**config.mk**
```make
export PLATFORM = sky130hd
export DESIGN_NAME = csr_update_tx
export DESIGN_NICKNAME = d
export VERILOG_FILES = /design/src/rtl/csr_update_tx_pkg.sv /design/src/rtl/csr_rec_fifo.sv /design/src/rtl/csr_update_tx.sv
export SDC_FILE = /design/constraint.sdc
export NUM_CORES = 2
export LEC_CHECK = 0
export CORE_MARGIN = 10
export CORE_UTILIZATION = 40
export DETAILED_ROUTE_END_ITERATION = 7
export PLACE_DENSITY = 0.55
export SYNTH_ARGS = -nofsm -noshare
export SYNTH_HDL_FRONTEND = slang
export SYNTH_HIERARCHICAL = 1
export SYNTH_SLANG_ARGS = --single-unit
```
**constraint.sdc**
```tcl
create_clock -name clock -period 33.7 [get_ports clock]
set_clock_uncertainty 0.05 [all_clocks]
set_input_delay 6.74 -clock clock [delete_from_list [all_inputs] [get_ports clock]]
set_output_delay 6.74 -clock clock [all_outputs]
set_load 0.01 [all_outputs]
```
**src/rtl/csr_update_tx_pkg.sv**
```systemverilog
// rtl/csr_update_tx_pkg.sv - shared types and constants for the CSR update transmitter
// Purpose: record layout {id, value}, field widths and the reserved privilege id.
// Ports: none (package).
package csr_update_tx_pkg;

  localparam int ID_W   = 12;
  localparam int DATA_W = 64;
  localparam int REC_W  = ID_W + DATA_W;  // 76

  localparam logic [ID_W-1:0] PRIV_ID = 12'hFFF;

  typedef struct packed {
    logic [ID_W-1:0]   id;
    logic [DATA_W-1:0] value;
  } csr_rec_t;

  // Privilege record: reserved id, privilege level zero-extended into the value.
  function automatic csr_rec_t make_priv_rec(input logic [1:0] priv);
    csr_rec_t r;
    r.id    = PRIV_ID;
    r.value = {{(DATA_W-2){1'b0}}, priv};
    return r;
  endfunction

endpackage

```
**src/rtl/csr_rec_fifo.sv**
```systemverilog
// rtl/csr_rec_fifo.sv - circular record buffer, 0..3 enqueues and 1 dequeue per cycle
// Purpose: stores csr_rec_t records in order; pointers carry one extra wrap bit.
// Ports:
//   clock, reset           rising-edge clock, asynchronous active-high reset
//   push_cnt               number of records to enqueue this cycle (0..3)
//   push_rec0..2           records in enqueue order; only the first push_cnt are used
//   pop                    dequeue head (ignored when empty)
//   head                   record at the read pointer
//   level                  occupied entries (0..DEPTH)
module csr_rec_fifo
  import csr_update_tx_pkg::*;
#(
  parameter int DEPTH = 8,
  localparam int AW = $clog2(DEPTH)
) (
  input  logic        clock,
  input  logic        reset,
  input  logic [1:0]  push_cnt,
  input  csr_rec_t    push_rec0,
  input  csr_rec_t    push_rec1,
  input  csr_rec_t    push_rec2,
  input  logic        pop,
  output csr_rec_t    head,
  output logic [AW:0] level
);

  csr_rec_t      mem [DEPTH];
  logic [AW:0]   wr_ptr;
  logic [AW:0]   rd_ptr;
  logic [AW-1:0] wa0, wa1, wa2;
  logic          do_pop;

  // Slot addresses wrap naturally in AW bits.
  assign wa0 = wr_ptr[AW-1:0];
  assign wa1 = wr_ptr[AW-1:0] + AW'(1);
  assign wa2 = wr_ptr[AW-1:0] + AW'(2);

  assign level  = wr_ptr - rd_ptr;
  assign do_pop = pop && (level != '0);
  assign head   = mem[rd_ptr[AW-1:0]];

  always_ff @(posedge clock or posedge reset) begin
    if (reset) begin
      wr_ptr <= '0;
      rd_ptr <= '0;
      for (int i = 0; i < DEPTH; i++) begin
        mem[i] <= '0;
      end
    end else begin
      if (push_cnt >= 2'd1) mem[wa0] <= push_rec0;
      if (push_cnt >= 2'd2) mem[wa1] <= push_rec1;
      if (push_cnt == 2'd3) mem[wa2] <= push_rec2;
      wr_ptr <= wr_ptr + (AW+1)'(push_cnt);
      if (do_pop) rd_ptr <= rd_ptr + (AW+1)'(1);
    end
  end

endmodule

```
**src/rtl/csr_update_tx.sv**
```systemverilog
// rtl/csr_update_tx.sv - commit-side CSR/privilege update stream transmitter
// Purpose: packs up to two CSR writes and one privilege change per accepted bundle
//   into {id, value} records, buffers them, and emits one record per cycle.
// Optional feature: CSR_UPDATE_DEDUP_EN - same-id write pair keeps only the younger write.
// Ports:
//   clock, reset                     rising-edge clock, asynchronous active-high reset
//   in_valid / in_ready              commit bundle handshake
//   in_wen0, in_id0, in_val0         older CSR write
//   in_wen1, in_id1, in_val1         younger CSR write
//   in_priv_wen, in_priv             privilege change (youngest)
//   out_valid / out_ready / out_rec  record stream {id[11:0], value[63:0]}
//   out_level                        occupied FIFO entries
module csr_update_tx
  import csr_update_tx_pkg::*;
#(
  parameter int DEPTH = 8,
  localparam int LW = $clog2(DEPTH) + 1
) (
  input  logic              clock,
  input  logic              reset,
  input  logic              in_valid,
  output logic              in_ready,
  input  logic              in_wen0,
  input  logic [ID_W-1:0]   in_id0,
  input  logic [DATA_W-1:0] in_val0,
  input  logic              in_wen1,
  input  logic [ID_W-1:0]   in_id1,
  input  logic [DATA_W-1:0] in_val1,
  input  logic              in_priv_wen,
  input  logic [1:0]        in_priv,
  output logic              out_valid,
  input  logic              out_ready,
  output logic [REC_W-1:0]  out_rec,
  output logic [LW-1:0]     out_level
);

  csr_rec_t   rec0, rec1, rec_priv;
  csr_rec_t   push_rec0, push_rec1, push_rec2;
  csr_rec_t   head;
  logic       dup;
  logic       keep0;
  logic [1:0] n_rec;
  logic [1:0] push_cnt;
  logic       accept;

  assign rec0     = '{id: in_id0, value: in_val0};
  assign rec1     = '{id: in_id1, value: in_val1};
  assign rec_priv = make_priv_rec(in_priv);

`ifdef CSR_UPDATE_DEDUP_EN
  assign dup = in_wen0 && in_wen1 && (in_id0 == in_id1);
`else
  assign dup = 1'b0;
`endif

  // A dropped slot0 lets the younger records slide down; unused positions
  // beyond n_rec are don't-care to the FIFO.
  assign keep0 = in_wen0 && !dup;
  assign n_rec = {1'b0, keep0} + {1'b0, in_wen1} + {1'b0, in_priv_wen};

  always_comb begin
    push_rec0 = rec_priv;
    push_rec1 = rec_priv;
    push_rec2 = rec_priv;
    if (keep0) begin
      push_rec0 = rec0;
      if (in_wen1) push_rec1 = rec1;
    end else if (in_wen1) begin
      push_rec0 = rec1;
    end
  end

  // Room for a worst-case bundle; derived from stored level only.
  assign in_ready = (out_level <= LW'(DEPTH - 3));
  assign accept   = in_valid && in_ready;
  assign push_cnt = accept ? n_rec : 2'd0;

  csr_rec_fifo #(.DEPTH(DEPTH)) u_fifo (
    .clock     (clock),
    .reset     (reset),
    .push_cnt  (push_cnt),
    .push_rec0 (push_rec0),
    .push_rec1 (push_rec1),
    .push_rec2 (push_rec2),
    .pop       (out_ready),
    .head      (head),
    .level     (out_level)
  );

  assign out_valid = (out_level != '0);
  assign out_rec   = head;

endmodule

```
# Word level (Yosys, flattened, before mapping)
# Cells that the tools add are included.
dict set report classes {
  n_reduce_logical 6
  n_eq_ne 1
  n_addsub 7
  bitwise 4
  mux 19
  magnitude_cmp 10
}
# cell count
set ops {}
lappend ops {{bitwise mux 608 bit} 3}
lappend ops {{2-to-1 mux 608 bit} 3}
lappend ops {{demux 76 bit (select 3 bit)} 3}
lappend ops {{2-to-1 mux 76 bit} 8}
lappend ops {{binary-select mux 76 bit (select 3 bit)} 1}
lappend ops {{greater-or-equal comparator 4 bit, second input constant} 4}
lappend ops {{inverter 3 -> 4 bit} 4}
lappend ops {{< comparator 4 x 1 -> 1 bit, second input constant} 3}
lappend ops {{logical AND 1 bit} 5}
lappend ops {{adder 4 x 1 -> 4 bit, second input constant} 1}
lappend ops {{adder 4 x 2 -> 4 bit} 1}
lappend ops {{less-or-equal comparator 4 x 3 -> 1 bit, second input constant} 1}
lappend ops {{nonzero test 4 bit} 1}
lappend ops {{subtractor 4 bit} 1}
lappend ops {{adder 3 x 1 -> 3 bit, second input constant} 1}
lappend ops {{adder 3 x 2 -> 3 bit, second input constant} 1}
lappend ops {{adder 1 x 1 -> 2 bit} 1}
lappend ops {{adder 2 x 1 -> 2 bit} 1}
lappend ops {{== test 2 bit, second input constant} 1}
lappend ops {{greater-or-equal comparator 2 x 1 -> 1 bit, second input constant} 1}
lappend ops {{greater-or-equal comparator 2 bit, second input constant} 1}
lappend ops {{2-to-1 mux 2 bit} 1}
dict set report totals {
  ff_bits 616
  output_inout_bits 82
  elab_cells 65
  inputBits 161
}

# Depth between registers and ports, before layout
dict set report logic_depth {
  word_depth 11
  ltp_mapped 19
  ltp_nobuf 11
}

# Hierarchy
# Netlist, hierarchy kept.
# module seq_area_each_um2 area_per_inst_um2 instances cells_per_inst
set by_module_without_submodules {}
lappend by_module_without_submodules {csr_rec_fifo 15414.8 39460.3 1 4482}
lappend by_module_without_submodules {csr_update_tx 0.0 1453.9 1 211}

# Worst setup path after synthesis
# No wires, ideal clock.
dict set report synth_path {
  path_kind {reg-to-output}
  from {register u_fifo.rd_ptr[1]}
  to {output out_valid}
  slack_ns 24.525
  n_path_buf 2
  arrival_time_ns 2.385
  stages_incl_launch_ff 9
  t_required_ns 26.910
  path_cell_list {dfrtp_1 clkbuf_1 clkbuf_1 inv_1 ha_1 nand3b_1 and3_1 or2_2 or4_1}
}
dict set report synth_via {
  elab_chain_cells 2
}
# element line_no
set synth_rtl {}
lappend synth_rtl {{start: declaration} csr_rec_fifo.sv:29} ;# logic [AW:0] rd_ptr;
lappend synth_rtl {{start signal: assignment} csr_rec_fifo.sv:54} ;# if (do_pop) rd_ptr <= rd_ptr + (AW+1)'(1);
lappend synth_rtl {{subtractor 4 bit} csr_rec_fifo.sv:38} ;# assign level = wr_ptr - rd_ptr;
lappend synth_rtl {{net out_level[3]} csr_update_tx.sv:34} ;# output logic [LW-1:0] out_level
lappend synth_rtl {{nonzero test 4 bit} csr_update_tx.sv:90} ;# assign out_valid = (out_level != '0);
lappend synth_rtl {{end: declaration} csr_update_tx.sv:31} ;# output logic out_valid,
# The timed path passes the listed nets, and every way through them passes these cells.

# Worst setup path after layout
dict set report layout_path {
  from {register u_fifo.rd_ptr[1]}
  to {output out_rec[74]}
}
dict set report layout_via {
  elab_chain_cells 4
}
# element line_no
set layout_rtl {}
lappend layout_rtl {{inverter 3 -> 4 bit (implied by the code)} csr_rec_fifo.sv:40} ;# assign head = mem[rd_ptr[AW-1:0]];
lappend layout_rtl {{binary-select mux 76 bit (select 3 bit)} csr_rec_fifo.sv:40}
lappend layout_rtl {{2-to-1 mux 76 bit (implied by the code) (2 in series)} csr_rec_fifo.sv:40}
lappend layout_rtl {{end: declaration} csr_update_tx.sv:33} ;# output logic [REC_W-1:0] out_rec,
# Every way passes these cells. The select of a mux whose other input is x is not followed.

==> impl_metrics.ini <==
[place]
gp_routability_congestion = 0.826
place_area_mm2 = 0.0444
io_buffer_count = 242
detailedPlace.worstSlack_ns = 22.25
dp_hpwl_mm = 101

[grt]
via_count_of_the_first_global_routing_pass = 40100
global_route.usage.total = 0.315
overflow = 0
grt_start_max_net_pins = 166
antenna_found_initial = 2
grt_first_pass_wirelength_mm = 279

[clocking]
cts-htree-levels = 3
path_clk_slew_ns = 0.06
clock-root-buffer = sky130_fd_sc_hd__clkbuf_16
insertion_delay_ns = 0.65
tritoncts_num_sinks = 616
post_cts_resize_count = 0
cts_max_path_buffers = 3
postCtsSetupRepairBufs = 0
cts_hold_buffers = 0
cts_tree = yes
cts_buffers = 75

[logic_synthesis]
syn-cell-area_mm2 = 0.0409
postSynthRegisterBits = 616
synth_edf_count = 0
post_synth_num_cell_types = 54
postSynthCellCount = 4693
yosys_warnings = 6
dominantRegCellSynth = sky130_fd_sc_hd__dfrtp_1
synth_async_sr_flop_share = 1.00
synth_seq_area_share = 0.377
mean_syn_cell_area_um2 = 8.72

[route]
tritonroute_pass_1_iters = 8
wl_per_cell_um = 30.8
drc_errors = 0
via_per_inst = 6.64
detail_route.wirelength_mm = 189
detailroute.via_count = 40900
drtIter0Drc = 5145
antenna_left = 0

[finish]
flow.area_growth_from_synthesis_pct = 15.0
num-nets-final = 4888
postLayoutCoreUtil = 0.463
fin_area_mm2 = 0.0471
post_route_cells_drive_above_1_share = 0.130

[hold_path]
worst_hold_path_type = reg -> reg
worst_hold_startpoint = u_fifo/wr_ptr[3]$_DFF_PP0_

[power]
power-per-cell-area_mw_per_mm2 = 101
total_leakage_power_nw = 20.2
irDropWorstVdd_mv = 0.141
fin_total_pwr_mw = 4.78

[sta]
worst_slew_margin_rel = 0.188
tns_ns = 0
period_share = 0.336
fmax_mhz = 88.3
setup_viol = 0
timing_worst_slew_pin_value_ns = 1.22
time_the_worst_path_needs_with_i_o_delays_and_setup_ns = 11.33
rsz_0062_raised_after_global_routing = false
finalHoldViolCount = 0
final.setup.worst_slack_ns = 22.37
slew_viol_final = 0

[floorplanning]
overall_die_width_um = 340
die_height_um = 340
die_area_mm2 = 0.115
ios = 243
row_count = 117
initial_utilization = 0.402
placeableCoreArea_mm2 = 0.102

[run_status]
outcome = finished clean

[setup_path]
rr_startpoint = u_fifo/rd_ptr[0]$_DFFE_PP0P_
cp.required_ns = 26.91
timing.critical_path.arrival_ns = 4.54
setup.worst_path.start_class = flip-flop
startpoint = u_fifo/rd_ptr[1]$_DFFE_PP0P_
crit_path_end_kind = output port
worstPathMaxFanout = 48
timing.setup.critical_path_class = reg -> out

[job]
count_of_max_cap_constraint_violations = 0
-- layout make-up --
cell class	count	area (um^2)
repair buffers	338	3190
clock inverters	17	240
multi-input cells	3663	24000
inverters	23	96.3
fillers	9752	54700
clock buffers	123	2410
well taps	1368	1710
diodes	4	10.0
flip-flops and latches	616	15400
-- where the power goes --
group | leakage [nW] | internal [mW] | switching (mW)
logic | 11.1 | 0.987 | 1.62
registers | 7.75 | 1.08 | 0.206
clock network | 1.32 | 0.528 | 0.356
-- sequential cells by signal, summed over array words and instances (netlist names) --
register / cells
u_fifo/wr_ptr: 4
u_fifo/rd_ptr: 4
u_fifo/mem: 608
-- critical path: stages, from the launching register on --
cell and delay (ns):
sky130_fd_sc_hd__dfrtp_4 0.86, sky130_fd_sc_hd__buf_4 0.75, sky130_fd_sc_hd__buf_4 0.86, sky130_fd_sc_hd__mux4_2 0.61
sky130_fd_sc_hd__nand2_1 0.09, sky130_fd_sc_hd__nand2_1 0.15, sky130_fd_sc_hd__clkdlybuf4s50_1 0.52
-- cells by family (layout without fill, tap and decap cells) --
logic type / count (synthesis) / in the layout / share of synthesized area
other: 2 / 242 / 0.000184
adders and majority gates: 10 / 10 / 0.00361
DFF: 616 / 616 / 0.377
AOI/OAI and AO/OA: 1278 / 1278 / 0.216
muxes: 351 / 351 / 0.136
xor gates and xnor gates: 9 / 9 / 0.00211
buffers and inverters: 650 / 501 / 0.0675
and+or+nand+nor: 1777 / 1777 / 0.198
-- through the flow --
| step | hold WS [ns] | std cells |
|---|---|---|
| 6_report | 0.487 | 6152 |
| 4_1_cts | 0.484 | 6148 |
| 5_1_grt | 0.503 | 6148 |
| 3_3_place_gp | 0.468 | 6008 |
| 3_5_place_dp | 0.476 | 6008 |
| 2_1_floorplan | 0.436 | 4929 |
-- final timing paths --
path	cells past startpoint	endpoint	slack, ns
min in group asynchronous	2	u_fifo/mem[10]$_DFF_PP0_	6.58
max reg2reg	13	u_fifo/mem[311]$_DFF_PP0_	26.47
min reg2reg	1	u_fifo/wr_ptr[3]$_DFF_PP0_	0.49
min	1	u_fifo/wr_ptr[3]$_DFF_PP0_	0.49
max in group asynchronous	5	u_fifo/mem[192]$_DFF_PP0_	23.94
max	6	out_rec[74]	22.37
-- per-layer routing --
metal	vias to the layer above	GRT usage	wire, um
li1	17200	-	-
met1	20200	0.418	75100
met5	-	0	13
met4	2	0.140	9360
met2	2873	0.483	83900
met3	621	0.0766	20900
-- layout by cell type, fill, tap and decap left out, types with 31 or more instances in the layout --
cell type,n
sky130_fd_sc_hd__nand4_1,43
sky130_fd_sc_hd__nor2_1,208
sky130_fd_sc_hd__o22ai_1,190
sky130_fd_sc_hd__or2_2,64
sky130_fd_sc_hd__conb_1,238
sky130_fd_sc_hd__a31oi_1,328
sky130_fd_sc_hd__o21ai_0,132
sky130_fd_sc_hd__a211oi_1,204
sky130_fd_sc_hd__nand3_1,55
sky130_fd_sc_hd__clkbuf_8,31
sky130_fd_sc_hd__dfrtp_1,612
sky130_fd_sc_hd__nand2_1,979
sky130_fd_sc_hd__o22a_1,54
sky130_fd_sc_hd__buf_4,93
sky130_fd_sc_hd__mux2_2,121
sky130_fd_sc_hd__mux2i_1,78
sky130_fd_sc_hd__clkbuf_16,77
sky130_fd_sc_hd__clkdlybuf4s50_1,240
sky130_fd_sc_hd__o32ai_1,42
sky130_fd_sc_hd__a22o_1,62
sky130_fd_sc_hd__nor4_1,96
sky130_fd_sc_hd__mux4_2,152
sky130_fd_sc_hd__and3_1,269
sky130_fd_sc_hd__o31ai_1,247
-- cells in the mapped netlist (65+ instances only) --
cell type	instances	area, um^2
sky130_fd_sc_hd__a211oi_1	204	1530
sky130_fd_sc_hd__a31oi_1	328	2050
sky130_fd_sc_hd__and3_1	269	1680
sky130_fd_sc_hd__buf_1	65	244
sky130_fd_sc_hd__buf_2	142	711
sky130_fd_sc_hd__clkbuf_1	394	1480
sky130_fd_sc_hd__dfrtp_1	616	15400
sky130_fd_sc_hd__mux2_2	121	1360
sky130_fd_sc_hd__mux2i_1	78	781
sky130_fd_sc_hd__mux4_2	152	3420
sky130_fd_sc_hd__nand2_1	986	3700
sky130_fd_sc_hd__nor2_1	214	803
sky130_fd_sc_hd__nor4_1	96	601
sky130_fd_sc_hd__o21ai_0	132	661
sky130_fd_sc_hd__o22ai_1	190	1190
sky130_fd_sc_hd__o31ai_1	247	1850
sky130_fd_sc_hd__or2_2	65	407
No activity file was read; power rests on OpenSTA's default activity.
